$ cat config.mk
export PLATFORM = sky130hd
export DESIGN_NAME = fetch_stage
export DESIGN_NICKNAME = d
export VERILOG_FILES = /design/src/rtl/fetch_stage_pkg.sv /design/src/rtl/fetch_stage_next_pc_sel.sv /design/src/rtl/fetch_stage.sv
export SDC_FILE = /design/constraint.sdc
export NUM_CORES = 1
export LEC_CHECK = 0
export ABC_CLOCK_PERIOD_IN_PS = 3370
export CAP_MARGIN = 20
export CORE_MARGIN = 5
export CORE_UTILIZATION = 48
export DETAILED_ROUTE_END_ITERATION = 10
export GPL_ROUTABILITY_DRIVEN = 1
export GPL_TIMING_DRIVEN = 0
export PLACE_DENSITY = 0.82
export SYNTH_ARGS = -nofsm -noshare
export SYNTH_HDL_FRONTEND = slang
export SYNTH_SLANG_ARGS = --single-unit
$ cat constraint.sdc
create_clock -name clk -period 3.37 [get_ports clk]
set_input_delay 0.674 -clock clk [delete_from_list [all_inputs] [get_ports clk]]
set_output_delay 0.674 -clock clk [all_outputs]
set_load 0.01 [all_outputs]
$ cat src/rtl/fetch_stage_pkg.sv
// Shared constants for the fetch stage and downstream decode/control logic.
// Holds the NOP encoding, instruction field bit positions, shared opcodes
// and the branch-offset helper.
package fetch_stage_pkg;

  // sll $0,$0,0 encodes as all zeros; used as the IF/ID bubble
  localparam logic [31:0] NOP_INSTR = 32'h0000_0000;

  // Instruction field bit positions
  localparam int OPCODE_MSB = 31;
  localparam int OPCODE_LSB = 26;
  localparam int RS_MSB     = 25;
  localparam int RS_LSB     = 21;
  localparam int RT_MSB     = 20;
  localparam int RT_LSB     = 16;
  localparam int RD_MSB     = 15;
  localparam int RD_LSB     = 11;
  localparam int SHAMT_MSB  = 10;
  localparam int SHAMT_LSB  = 6;
  localparam int FUNCT_MSB  = 5;
  localparam int FUNCT_LSB  = 0;
  localparam int IMM_MSB    = 15;
  localparam int IMM_LSB    = 0;
  localparam int JIDX_MSB   = 25;
  localparam int JIDX_LSB   = 0;

  // Opcodes shared with the control unit
  localparam logic [5:0] OP_J   = 6'b000010;
  localparam logic [5:0] OP_BEQ = 6'b000100;

  // Sign-extended word offset of a branch immediate, in bytes
  function automatic logic [31:0] branch_offset(input logic [15:0] imm);
    return {{14{imm[15]}}, imm, 2'b00};
  endfunction

endpackage

$ cat src/rtl/fetch_stage_next_pc_sel.sv
// Next-PC select: picks jump / branch / hold / sequential PC and flags a flush.
// Latency: purely combinational. Backpressure: stall holds the PC unless a
// redirect from a valid IF/ID instruction overrides it.
// Ports: pc, id_pc4, id_instr, jump, branch_taken, id_valid, stall in;
//        next_pc, flush out.
module fetch_stage_next_pc_sel
  import fetch_stage_pkg::*;
(
  input  logic [31:0] pc,
  input  logic [31:0] id_pc4,
  input  logic [31:0] id_instr,
  input  logic        jump,
  input  logic        branch_taken,
  input  logic        id_valid,
  input  logic        stall,
  output logic [31:0] next_pc,
  output logic        flush
);

  logic [31:0] branch_target;
  logic [31:0] jump_target;
  logic        unused_opcode;

  assign branch_target = id_pc4 + branch_offset(id_instr[IMM_MSB:IMM_LSB]);
  assign jump_target   = {id_pc4[31:28], id_instr[JIDX_MSB:JIDX_LSB], 2'b00};

  // Opcode bits are decoded by the control unit, not here
  assign unused_opcode = ^id_instr[OPCODE_MSB:OPCODE_LSB];

  // Redirects come only from a real instruction in IF/ID and beat stall:
  // the redirecting instruction leaves ID, so its hazard no longer applies.
  always_comb begin
    next_pc = pc + 32'd4;
    flush   = 1'b0;
    if (id_valid && jump) begin
      next_pc = jump_target;
      flush   = 1'b1;
    end else if (id_valid && branch_taken) begin
      next_pc = branch_target;
      flush   = 1'b1;
    end else if (stall) begin
      next_pc = pc;
    end
  end

endmodule

$ cat src/rtl/fetch_stage.sv
// Instruction fetch with IF/ID register: owns the PC, latches fetched words,
// exposes decoded fields. Latency: word at A appears on id_* one cycle after
// pc=A. Backpressure: stall holds PC/IF/ID/counter; redirects insert 1 bubble.
// Ports: clk, rst (sync, active-high); imem_addr/imem_rdata to instruction
// memory; stall, jump, branch_taken from hazard/control; pc, id_* fields and
// fetch_count out.
module fetch_stage
  import fetch_stage_pkg::*;
#(
  parameter logic [31:0] RESET_PC    = 32'h0000_0000,
  parameter int          IMEM_ADDR_W = 10
) (
  input  logic                   clk,
  input  logic                   rst,
  output logic [IMEM_ADDR_W-1:0] imem_addr,
  input  logic [31:0]            imem_rdata,
  input  logic                   stall,
  input  logic                   jump,
  input  logic                   branch_taken,
  output logic [31:0]            pc,
  output logic                   id_valid,
  output logic [31:0]            id_pc4,
  output logic [31:0]            id_instr,
  output logic [5:0]             id_opcode,
  output logic [5:0]             id_funct,
  output logic [4:0]             id_rs,
  output logic [4:0]             id_rt,
  output logic [4:0]             id_rd,
  output logic [4:0]             id_shamt,
  output logic [15:0]            id_imm,
  output logic [31:0]            fetch_count
);

  logic [31:0] next_pc;
  logic        flush;

  // Upper PC bits are dropped, so the memory aliases across the address space
  assign imem_addr = pc[IMEM_ADDR_W+1:2];

  fetch_stage_next_pc_sel u_next_pc_sel (
    .pc           (pc),
    .id_pc4       (id_pc4),
    .id_instr     (id_instr),
    .jump         (jump),
    .branch_taken (branch_taken),
    .id_valid     (id_valid),
    .stall        (stall),
    .next_pc      (next_pc),
    .flush        (flush)
  );

  always_ff @(posedge clk) begin
    if (rst) begin
      pc          <= RESET_PC;
      id_instr    <= NOP_INSTR;
      id_pc4      <= 32'd0;
      id_valid    <= 1'b0;
      fetch_count <= 32'd0;
    end else if (flush) begin
      // Fetched word is on the wrong path: drop it and insert a bubble
      pc       <= next_pc;
      id_instr <= NOP_INSTR;
      id_pc4   <= 32'd0;
      id_valid <= 1'b0;
    end else if (!stall) begin
      // Without redirect or stall, next_pc is pc+4
      pc          <= next_pc;
      id_instr    <= imem_rdata;
      id_pc4      <= next_pc;
      id_valid    <= 1'b1;
      fetch_count <= fetch_count + 32'd1;
    end
  end

  assign id_opcode = id_instr[OPCODE_MSB:OPCODE_LSB];
  assign id_funct  = id_instr[FUNCT_MSB:FUNCT_LSB];
  assign id_rs     = id_instr[RS_MSB:RS_LSB];
  assign id_rt     = id_instr[RT_MSB:RT_LSB];
  assign id_rd     = id_instr[RD_MSB:RD_LSB];
  assign id_shamt  = id_instr[SHAMT_MSB:SHAMT_LSB];
  assign id_imm    = id_instr[IMM_MSB:IMM_LSB];

endmodule

==> results of run 1 <==
==> cell families after synthesis <==
family | after synthesis | share of synthesized area
simple gates | 343 | 0.212
fa+ha+maj | 32 | 0.0546
buf+inv | 109 | 0.0844
mux | 38 | 0.0511
flops | 129 | 0.346
xor+xnor | 77 | 0.0903
compound gates | 190 | 0.162
==> where the power goes <==
part           total [mW]  internal (mW)  switching [mW]
logic               0.864          0.439           0.425
registers            1.71           1.60           0.113
clock network        1.96           1.23           0.730
==> sequential cells by signal, indices dropped and copies added, names as in the netlist <==
name / flops
id_pc4: 32
id_valid: 1
id_instr: 32
fetch_count: 32
pc: 32
==> final cells by class <==
type,count,area (um2)
Buffer,99,593
Multi-Input combinational cell,680,4290
Clock inverter,11,154
Inverter,10,37.5
Fill cell,1188,4650
Clock buffer,21,470
Sequential cell,129,2580
Timing Repair Buffer,222,2220
Tap cell,211,264
==> layer usage <==
| layer | global-route usage | vias to the layer above | share of wire |
|---|---|---|---|
| met5 | 0 | - | 0 |
| met4 | 0.107 | 0 | 0.034 |
| met3 | 0.0801 | 76 | 0.091 |
| met2 | 0.425 | 381 | 0.46 |
| met1 | 0.352 | 3554 | 0.42 |
| li1 | - | 3626 | - |
==> synthesized netlist by cell type, types with 7 or more instances <==
library cell                 n
sky130_fd_sc_hd__a211oi_1   13
sky130_fd_sc_hd__a21o_1     16
sky130_fd_sc_hd__a21oi_1    58
sky130_fd_sc_hd__and2_1      7
sky130_fd_sc_hd__and3_1     19
sky130_fd_sc_hd__and4_1      7
sky130_fd_sc_hd__buf_1       9
sky130_fd_sc_hd__buf_4      58
sky130_fd_sc_hd__clkbuf_1   29
sky130_fd_sc_hd__dfxtp_1   129
sky130_fd_sc_hd__ha_1       31
sky130_fd_sc_hd__inv_1      10
sky130_fd_sc_hd__mux2i_1    37
sky130_fd_sc_hd__nand2_1    74
sky130_fd_sc_hd__nand3_1    35
sky130_fd_sc_hd__nand4_1    11
sky130_fd_sc_hd__nor2_1    149
sky130_fd_sc_hd__nor3_1     13
sky130_fd_sc_hd__o211ai_1    9
sky130_fd_sc_hd__o21ai_0    45
sky130_fd_sc_hd__or3_1      11
sky130_fd_sc_hd__xnor2_1    40
sky130_fd_sc_hd__xor2_1     37
==> tightest hold or removal path, stage by stage, from the launching register on <==
cell	delay, ns
sky130_fd_sc_hd__dfxtp_1	0.32
sky130_fd_sc_hd__nand2_1	0.05
sky130_fd_sc_hd__a21oi_1	0.05
==> per-stage QoR <==
step | instances | util | setup slack, ns | hold slack, ns
floorplan | 918 | - | 0.448 | 0.488
global placement | 1351 | 0.652 | -0.148 | 0.457
detailed placement | 1351 | 0.652 | -0.141 | 0.468
CTS | 1383 | 0.694 | 0.0540 | 0.478
global route | 1383 | 0.695 | 0.0233 | 0.494
finish | 1383 | 0.695 | 0.156 | 0.474
==> path summary, 6_finish.rpt <==
| kind | startpoint | end |
|---|---|---|
| worst min register to register | pc[1]$_SDFFE_PP0P_ | pc[1]$_SDFFE_PP0P_ |
| worst max-delay path | id_instr[0]$_SDFFE_PP0N_ | id_pc4[10]$_SDFFE_PP0N_ |
| worst min-delay path | pc[1]$_SDFFE_PP0P_ | pc[1]$_SDFFE_PP0P_ |
| worst max register to register | id_instr[0]$_SDFFE_PP0N_ | id_pc4[10]$_SDFFE_PP0N_ |
==> timing repair <==
item	in CTS	in global routing
setup endpoints to repair	5	3
endpoints found under the hold margin	0	0
gates resized for setup	3	3
==> impl_metrics.tcl, run 1 <==
set metrics [dict create \
    cts.reportedPaths.clkPinSlew_ns 0.06 \
    root_buffer "sky130_fd_sc_hd__clkbuf_16" \
    final_common_cell "sky130_fd_sc_hd__clkdlybuf4s50_1" \
    detailedRoute.firstIterationViolations 770 \
    crit_cells 11 \
    timing.reg2reg.setup_slack_ns 0.16 \
    post_route_cells_drive_above_1_share 0.0913 \
    via_count 7637 \
    totalNegativeSetupSlack_ns 0 \
    static-leakage-power_nw 4.27 \
    htree_num_levels 4 \
    fp-row-count 45 \
    synth_edf_count 0 \
    worst_path_max_delay_cell "sky130_fd_sc_hd__a2111oi_0" \
    yosysSeqAreaShare 0.346 \
    synthArstFlopShare 0 \
    die_height_um 135 \
    critPathLaunchType "flip-flop" \
    die-area_um2 18200 \
    rsz0062_at_grt "false" \
    cts_buffers 17 \
    report.final.hold_viol_count 0 \
    layout.nets 1228 \
    layout-area-overhead-vs-synth_pct 42.1 \
    synthesis.instances 918 \
    max_slew_margin 0.370 \
    critPathBufInv 0 \
    final_critical_path_share_of_the_clock_period 0.954 \
    maximum_vdd_drop_mv 0.437 \
    wl_per_cell_um 18.1 \
    antenna_violating_nets_post_route 0 \
    cts-hold-fix-buffers 0 \
    finish.instance_area_um2 10600 \
    postCtsSetupBuffers 0 \
    timing.setup.critical_path_class "reg2reg" \
    design.portCount 224 \
    placedInstanceArea_um2 9950 \
    leftover_overflow_at_the_end_of_global_routing 0 \
    maximum_single_stage_delay_on_the_critical_path_ns 0.68 \
    drc_violation_count_after_routing 0 \
    postSynthRegisterBits 129 \
    numClockSinks 129 \
    path_cells "ha_1, fa_1, a21o_1, a221o_1, a21o_1, a21oi_1, xnor2_1, nor3_1, a2111oi_0, a21oi_1, nor2_1" \
    grt_first_pass_wirelength_um 39400 \
    place_hpwl_um 18400 \
    mapped_area_um2 7470 \
    critPathTopFamily "compound AO/OA/AOI/OAI gates" \
    yosys.area.top_type "sky130_fd_sc_hd__dfxtp_1" \
    synth_area_leaders "sky130_fd_sc_hd__dfxtp_1 35%, sky130_fd_sc_hd__nor2_1 7.5%, sky130_fd_sc_hd__buf_4 5.8%" \
    worst_skew_pair.late_latency_ns 0.42 \
    grt_antenna_before_repair 0 \
    reg2reg_depth 11 \
    die_width_um 135 \
    worstPathRequired_ns 3.72 \
    clock.fmax_mhz 311 \
    endpoints_failing_setup 0 \
    pin_count_of_the_biggest_net_entering_global_routing 21 \
    timing.hold.worst_path_depth 2 \
    drt-pass1-iter-count 6 \
    cts.path.max_buffers 2 \
    worst-slew-pin-transition_ns 0.941 \
    critPathMaxFanout 6 \
    diodes 0 \
    routabilityCongestion 1.02 \
    netlist-cell-type-count 60 \
    grt_util_all_layers 0.271 \
    tritoncts "done" \
    detail_route.vias_per_cell 5.52 \
    outcome "finished clean" \
    vias_in_the_first_global_route 7444 \
    port-buffer-count 222 \
    mappedNetlistNets 987 \
    minimum_clock_period_ns 3.21 \
    totalWireLength_um 25000 \
    p_per_area_nw_per_um2 427 \
    mostFrequentLayoutCells "222 x sky130_fd_sc_hd__clkdlybuf4s50_1, 149 x sky130_fd_sc_hd__nor2_1, 128 x sky130_fd_sc_hd__dfxtp_1" \
    hold_class "reg2reg" \
    cap_violations 0 \
    yosys_warnings 0 \
    avg_inst_size_synth_um2 8.14 \
    slew_violations 0 \
    post-synth-top-area-fraction 0.346 \
    critical_path_arrival_ns 3.56 \
    initial_core_utilization 0.489 \
    endpoint_kind "flip-flop" \
    fp.coreArea_um2 15300 \
    primary_flip_flop_cell_chosen_by_synthesis_mapping "sky130_fd_sc_hd__dfxtp_1" \
    final_skew_ns 0.00957 \
    report.power.total_mw 4.54 \
]
No activity file was read; power rests on OpenSTA's default activity.
==> inputs of run 2 (changes only) <==
--- a/config.mk
+++ b/config.mk
@@ -7,7 +7,6 @@
 export LEC_CHECK = 0
 export ABC_CLOCK_PERIOD_IN_PS = 3370
 export CAP_MARGIN = 20
-export CORE_MARGIN = 5
 export CORE_UTILIZATION = 48
 export DETAILED_ROUTE_END_ITERATION = 10
 export GPL_ROUTABILITY_DRIVEN = 1
==> run 2 against run 1 <==
Effect of this change:
- cell count decreased by 1.7%
- cell area decreased by 0.57%
- sequential cell count unchanged
- utilization decreased by 0.14 points
- non-clock buffer count unchanged
- critical path type unchanged
- critical endpoint is now id_pc4[26]$_SDFFE_PP0N_
- largest cell class unchanged
- largest power group unchanged
==> impl_metrics.tcl, run 2 (same netlist as run 1, synthesis figures left out) <==
set metrics [dict create \
    htree_num_levels 4 \
    endpoint_kind "flip-flop" \
    worst_skew_pair.late_latency_ns 0.43 \
    clock.fmax_mhz 310 \
    max_slew_margin 0.301 \
    worst_path_max_delay_cell "sky130_fd_sc_hd__fa_1" \
    outcome "finished clean" \
    layout-area-overhead-vs-synth_pct 41.3 \
    hold_class "reg2reg" \
    fp-row-count 45 \
    maximum_vdd_drop_mv 0.386 \
    switchingPower_mw 1.25 \
    leftover_overflow_at_the_end_of_global_routing 0 \
    pin_count_of_the_biggest_net_entering_global_routing 21 \
    cap_violations 0 \
    fillerInstances 1206 \
    cts.path.max_buffers 2 \
    via_count 7844 \
    die_height_um 127 \
    p_per_area_nw_per_um2 426 \
    root_buffer "sky130_fd_sc_hd__clkbuf_16" \
    mostFrequentLayoutCells "222 x sky130_fd_sc_hd__clkdlybuf4s50_1, 149 x sky130_fd_sc_hd__nor2_1, 128 x sky130_fd_sc_hd__dfxtp_1" \
    p_clk_frac 0.427 \
    postCtsSetupBuffers 0 \
    totalWireLength_um 25100 \
    fin_util 0.694 \
    port-buffer-count 222 \
    critical_path_arrival_ns 3.50 \
    final-instance-count-excl-fill 1360 \
    final_critical_path_share_of_the_clock_period 0.956 \
    power.share.sequential 0.381 \
    tritoncts "done" \
    rsz0062_at_grt "false" \
    grt_util_all_layers 0.311 \
    initial_core_utilization 0.491 \
    path_cells "ha_1, fa_1, a21o_1, a221o_1, nand4_1, nand2_2, a41oi_2, mux2_1, a2111oi_2, or3_1, a21oi_1" \
    cellInternalPower_mw 3.24 \
    share_comb_of_total_power 0.192 \
    critPathMaxFanout 6 \
    die_width_um 127 \
    numClockSinks 129 \
    multi_input_area_um2 4270 \
    antenna_violating_nets_post_route 0 \
    drc_violation_count_after_routing 0 \
    place.detailed.instances 1328 \
    final_skew_ns 0.0106 \
    critPathLaunchType "flip-flop" \
    static-leakage-power_nw 4.27 \
    cts.reportedPaths.clkPinSlew_ns 0.06 \
    post_route_cells_drive_above_1_share 0.0913 \
    detail_route.vias_per_cell 5.77 \
    report.final.hold_viol_count 0 \
    diodes 0 \
    totalNegativeSetupSlack_ns 0 \
    endpoints_failing_setup 0 \
    critPathBufInv 0 \
    minimum_clock_period_ns 3.22 \
    grt_antenna_before_repair 0 \
    detailedRoute.firstIterationViolations 713 \
    final_common_cell "sky130_fd_sc_hd__clkdlybuf4s50_1" \
    critPathTopFamily "compound AO/OA/AOI/OAI gates" \
    fp.coreArea_um2 15200 \
    maximum_single_stage_delay_on_the_critical_path_ns 0.43 \
    routabilityCongestion 0.955 \
    die-area_um2 16100 \
    timing.setup.critical_path_class "reg2reg" \
    design.portCount 224 \
    worstPathRequired_ns 3.65 \
    grt_first_pass_wirelength_um 38900 \
    vias_in_the_first_global_route 7432 \
    cts_buffers 17 \
    layout.nets 1228 \
    place_hpwl_um 18100 \
    seqCellArea_um2 2580 \
    power.switching_fraction 0.279 \
    report.power.total_mw 4.50 \
    worst-slew-pin-transition_ns 1.04 \
    slew_violations 0 \
    wl_per_cell_um 18.5 \
    drt-pass1-iter-count 6 \
]
run 2: cell count changes in the layout (fill, tap and decap cells not counted), sizes merged:
cell	before	now
clkbuf	50	49
clkinv	5	6
clkinvlp	2	1
inv	11	12
run 2: cell type report:
class,count,share of cell area
inverter,10,0.00356
multi-input combinational,680,0.404
clock inverter,12,0.0148
buffer,99,0.0562
clock buffer,20,0.0433
timing repair buffer,222,0.211
tap,188,0.0223
sequential,129,0.245
run 2: power groups by stage:
| stage | registers (mW) | clock network [mW] | logic, mW |
|---|---|---|---|
| floorplan | 1.74 | 0 | 0.423 |
| global placement | 1.74 | 0 | 0.833 |
| detailed placement | 1.74 | 0 | 0.844 |
| CTS | 1.71 | 1.92 | 0.854 |
| global route | 1.72 | 1.99 | 0.926 |
| finish | 1.71 | 1.92 | 0.865 |
run 2: stage by stage:
step	setup WS (ns)	instance area [um2]	hold slack [ns]
CTS	0.0641	10500	0.478
finish	0.148	10600	0.481
global placement	-0.192	9930	0.455
floorplan	0.448	7470	0.488
global route	0.0248	10600	0.499
detailed placement	-0.250	9930	0.470
run 2: final timing paths:
path	from	to	slack [ns]	cells past startpoint
worst min-delay path	id_pc4[0]$_SDFFE_PP0N_	pc[0]$_SDFFE_PP0P_	0.48	2
worst max-delay path	id_instr[0]$_SDFFE_PP0N_	id_pc4[26]$_SDFFE_PP0N_	0.15	11
worst max register to register	id_instr[0]$_SDFFE_PP0N_	id_pc4[26]$_SDFFE_PP0N_	0.15	11
worst min register to register	id_pc4[0]$_SDFFE_PP0N_	pc[0]$_SDFFE_PP0P_	0.48	2
run 2: worst reg2reg max path, stage by stage, from the launching register on:
cell and delay, ns:
sky130_fd_sc_hd__dfxtp_1 0.37, sky130_fd_sc_hd__ha_1 0.24, sky130_fd_sc_hd__fa_1 0.43, sky130_fd_sc_hd__a21o_1 0.23, sky130_fd_sc_hd__a221o_1 0.37, sky130_fd_sc_hd__nand4_1 0.13, sky130_fd_sc_hd__nand2_2 0.11, sky130_fd_sc_hd__a41oi_2 0.26
sky130_fd_sc_hd__mux2_1 0.36, sky130_fd_sc_hd__a2111oi_2 0.29, sky130_fd_sc_hd__or3_1 0.22, sky130_fd_sc_hd__a21oi_1 0.07
run 2: per-layer routing:
| metal | wire length, um | vias to the layer above | global-route usage | share of wire |
|---|---|---|---|---|
| met5 | 0 | - | 0 | 0 |
| met4 | 737 | 0 | 0.127 | 0.029 |
| met3 | 2440 | 61 | 0.0814 | 0.097 |
| met2 | 11700 | 459 | 0.511 | 0.46 |
| met1 | 10300 | 3682 | 0.389 | 0.41 |
| li1 | - | 3642 | - | - |
run 2: what timing repair did:
item                       4_1_cts  5_1_grt
hold buffers                     0        0
setup endpoints to repair        2        3
gates resized for setup          2        2
==> inputs of run 3 (changes only) <==
--- a/config.mk
+++ b/config.mk
@@ -7,11 +7,11 @@
 export LEC_CHECK = 0
 export ABC_CLOCK_PERIOD_IN_PS = 3370
 export CAP_MARGIN = 20
-export CORE_UTILIZATION = 48
+export CORE_UTILIZATION = 35
 export DETAILED_ROUTE_END_ITERATION = 10
 export GPL_ROUTABILITY_DRIVEN = 1
 export GPL_TIMING_DRIVEN = 0
-export PLACE_DENSITY = 0.82
+export PLACE_DENSITY = 0.63
 export SYNTH_ARGS = -nofsm -noshare
 export SYNTH_HDL_FRONTEND = slang
 export SYNTH_SLANG_ARGS = --single-unit
==> run 3 against run 2 <==
Effect of this change:
- sequential power barely moved
- setup slack got worse by 0.042 ns
- cell count grew 6.4%
- critical path type unchanged
- maximum frequency decreased by 1.3%
- clock-buffer cell count fell by 3
==> impl_metrics.tcl, run 3 (same netlist as run 1, synthesis figures left out) <==
set metrics [dict create \
    cts-hold-fix-buffers 0 \
    die_width_um 148 \
    detailedRoute.firstIterationViolations 606 \
    final_skew_ns 0.0116 \
    vias_in_the_first_global_route 6980 \
    mostFrequentLayoutCells "222 x sky130_fd_sc_hd__clkdlybuf4s50_1, 149 x sky130_fd_sc_hd__nor2_1, 128 x sky130_fd_sc_hd__dfxtp_1" \
    tritoncts "done" \
    static-leakage-power_nw 4.26 \
    grt_util_all_layers 0.235 \
    grt_use_met3 0.0396 \
    layout.nets 1228 \
    path_cells "ha_1, fa_1, a21o_1, a221o_1, a21o_1, a21oi_1, xnor2_1, nor3_1, a2111oi_0, a21oi_1, nor2_1" \
    die_height_um 148 \
    totalWireLength_um 25700 \
    final_common_cell "sky130_fd_sc_hd__clkdlybuf4s50_1" \
    endpoint_kind "flip-flop" \
    critPathTopFamily "compound AO/OA/AOI/OAI gates" \
    detail_route.vias_per_cell 5.20 \
    global_route.usage.met1 0.321 \
    final_critical_path_setup_slack_ns 0.107 \
    cap_violations 0 \
    wl_per_cell_um 17.8 \
    leftover_overflow_at_the_end_of_global_routing 0 \
    outcome "finished clean" \
    max_slew_margin 0.292 \
    maximum_single_stage_delay_on_the_critical_path_ns 0.70 \
    worst-slew-pin-transition_ns 1.06 \
    htree_num_levels 4 \
    port-buffer-count 222 \
    drc_violation_count_after_routing 0 \
    numClockSinks 129 \
    endpoints_failing_setup 0 \
    antenna_violating_nets_post_route 0 \
    grt_first_pass_wirelength_um 39500 \
    root_buffer "sky130_fd_sc_hd__clkbuf_16" \
    clock.fmax_mhz 306 \
    launching_instance_or_port_of_the_critical_path "id_instr[0]$_SDFFE_PP0N_" \
    worst_path_max_delay_cell "sky130_fd_sc_hd__a2111oi_0" \
    grt_antenna_before_repair 0 \
    totalNegativeSetupSlack_ns 0 \
    fillerInstances 2099 \
    final_critical_path_share_of_the_clock_period 0.968 \
    maximum_vdd_drop_mv 0.338 \
    slew_violations 0 \
    cts.reportedPaths.clkPinSlew_ns 0.06 \
    busiest_layer "met2" \
    critical_path_arrival_ns 3.62 \
    report.final.hold_viol_count 0 \
    drt-pass1-iter-count 5 \
    global_route.usage.met2 0.366 \
    routabilityCongestion 0.966 \
    fp-row-count 53 \
    worst_skew_pair.late_latency_ns 0.44 \
    diodes 0 \
    place_hpwl_um 19000 \
    worstPathRequired_ns 3.73 \
    critPathMaxFanout 6 \
    postCtsSetupBuffers 0 \
    cts.path.max_buffers 2 \
    placement.setup.worst_slack_ns -0.195 \
    post_route_cells_drive_above_1_share 0.0922 \
    p_per_area_nw_per_um2 422 \
    hold_path_startpoint "pc[0]$_SDFFE_PP0P_" \
    rsz0062_at_grt "false" \
    pin_count_of_the_biggest_net_entering_global_routing 21 \
    timing.setup.critical_path_class "reg2reg" \
    timing.rr.start "id_instr[0]$_SDFFE_PP0N_" \
    cts_buffers 17 \
    fp.coreArea_um2 21000 \
    minimum_clock_period_ns 3.26 \
    die-area_um2 21900 \
    critPathBufInv 0 \
    via_count 7530 \
    initial_core_utilization 0.356 \
    critPathLaunchType "flip-flop" \
    layout-area-overhead-vs-synth_pct 42.6 \
    hold_class "reg2reg" \
    design.portCount 224 \
]
run 3: metrics by stage:
| step | hold WS, ns | power (mW) | std cells | area [um2] | utilization |
|---|---|---|---|---|---|
| finish | 0.474 | 4.49 | 1447 | 10600 | 0.508 |
| global route | 0.503 | 4.65 | 1447 | 10600 | 0.508 |
| CTS | 0.474 | 4.50 | 1447 | 10600 | 0.508 |
| detailed placement | 0.466 | 2.60 | 1415 | 10000 | 0.479 |
| global placement | 0.457 | 2.59 | 1415 | 10000 | 0.479 |
| floorplan | 0.488 | 2.16 | 918 | 7470 | - |
run 3: layout make-up:
type,count,area (um2),share of cell area
Clock inverter,15,175,0.0165
Timing Repair Buffer,222,2220,0.209
Multi-Input combinational cell,680,4270,0.401
Tap cell,275,344,0.0323
Inverter,10,37.5,0.00353
Buffer,99,593,0.0557
Sequential cell,129,2580,0.243
Clock buffer,17,425,0.0400
run 3: worst paths after layout:
| path | to | slack [ns] | depth (start not counted) |
|---|---|---|---|
| hold reg to reg | pc[0]$_SDFFE_PP0P_ | 0.47 | 2 |
| setup / recovery | id_pc4[10]$_SDFFE_PP0N_ | 0.11 | 11 |
| hold / removal | pc[0]$_SDFFE_PP0P_ | 0.47 | 2 |
| setup reg to reg | id_pc4[10]$_SDFFE_PP0N_ | 0.11 | 11 |
run 3: repair_timing:
item | in CTS | in global routing
hold endpoints to repair | 0 | 0
setup endpoints to repair | 4 | 1
gates resized for setup | 3 | 1
run 3: power by group:
| group | switching [mW] | internal (mW) | total [mW] | leakage [nW] |
|---|---|---|---|---|
| logic | 0.427 | 0.437 | 0.864 | 2.92 |
| clock network | 0.802 | 1.11 | 1.91 | 0.290 |
| registers | 0.111 | 1.60 | 1.71 | 1.05 |
run 3: worst min-delay path, stage by stage, from the launching register on:
cell and delay [ns]:
sky130_fd_sc_hd__dfxtp_1 0.32, sky130_fd_sc_hd__nand2_1 0.05, sky130_fd_sc_hd__a21oi_1 0.05
run 3: routing by layer:
| metal | vias to the layer above | part of all wire | wire length, um |
|---|---|---|---|
| met2 | 294 | 0.45 | 11600 |
| met5 | - | 0 | 0 |
| met3 | 45 | 0.070 | 1810 |
| met1 | 3546 | 0.45 | 11700 |
| li1 | 3645 | - | - |
| met4 | 0 | 0.025 | 652 |
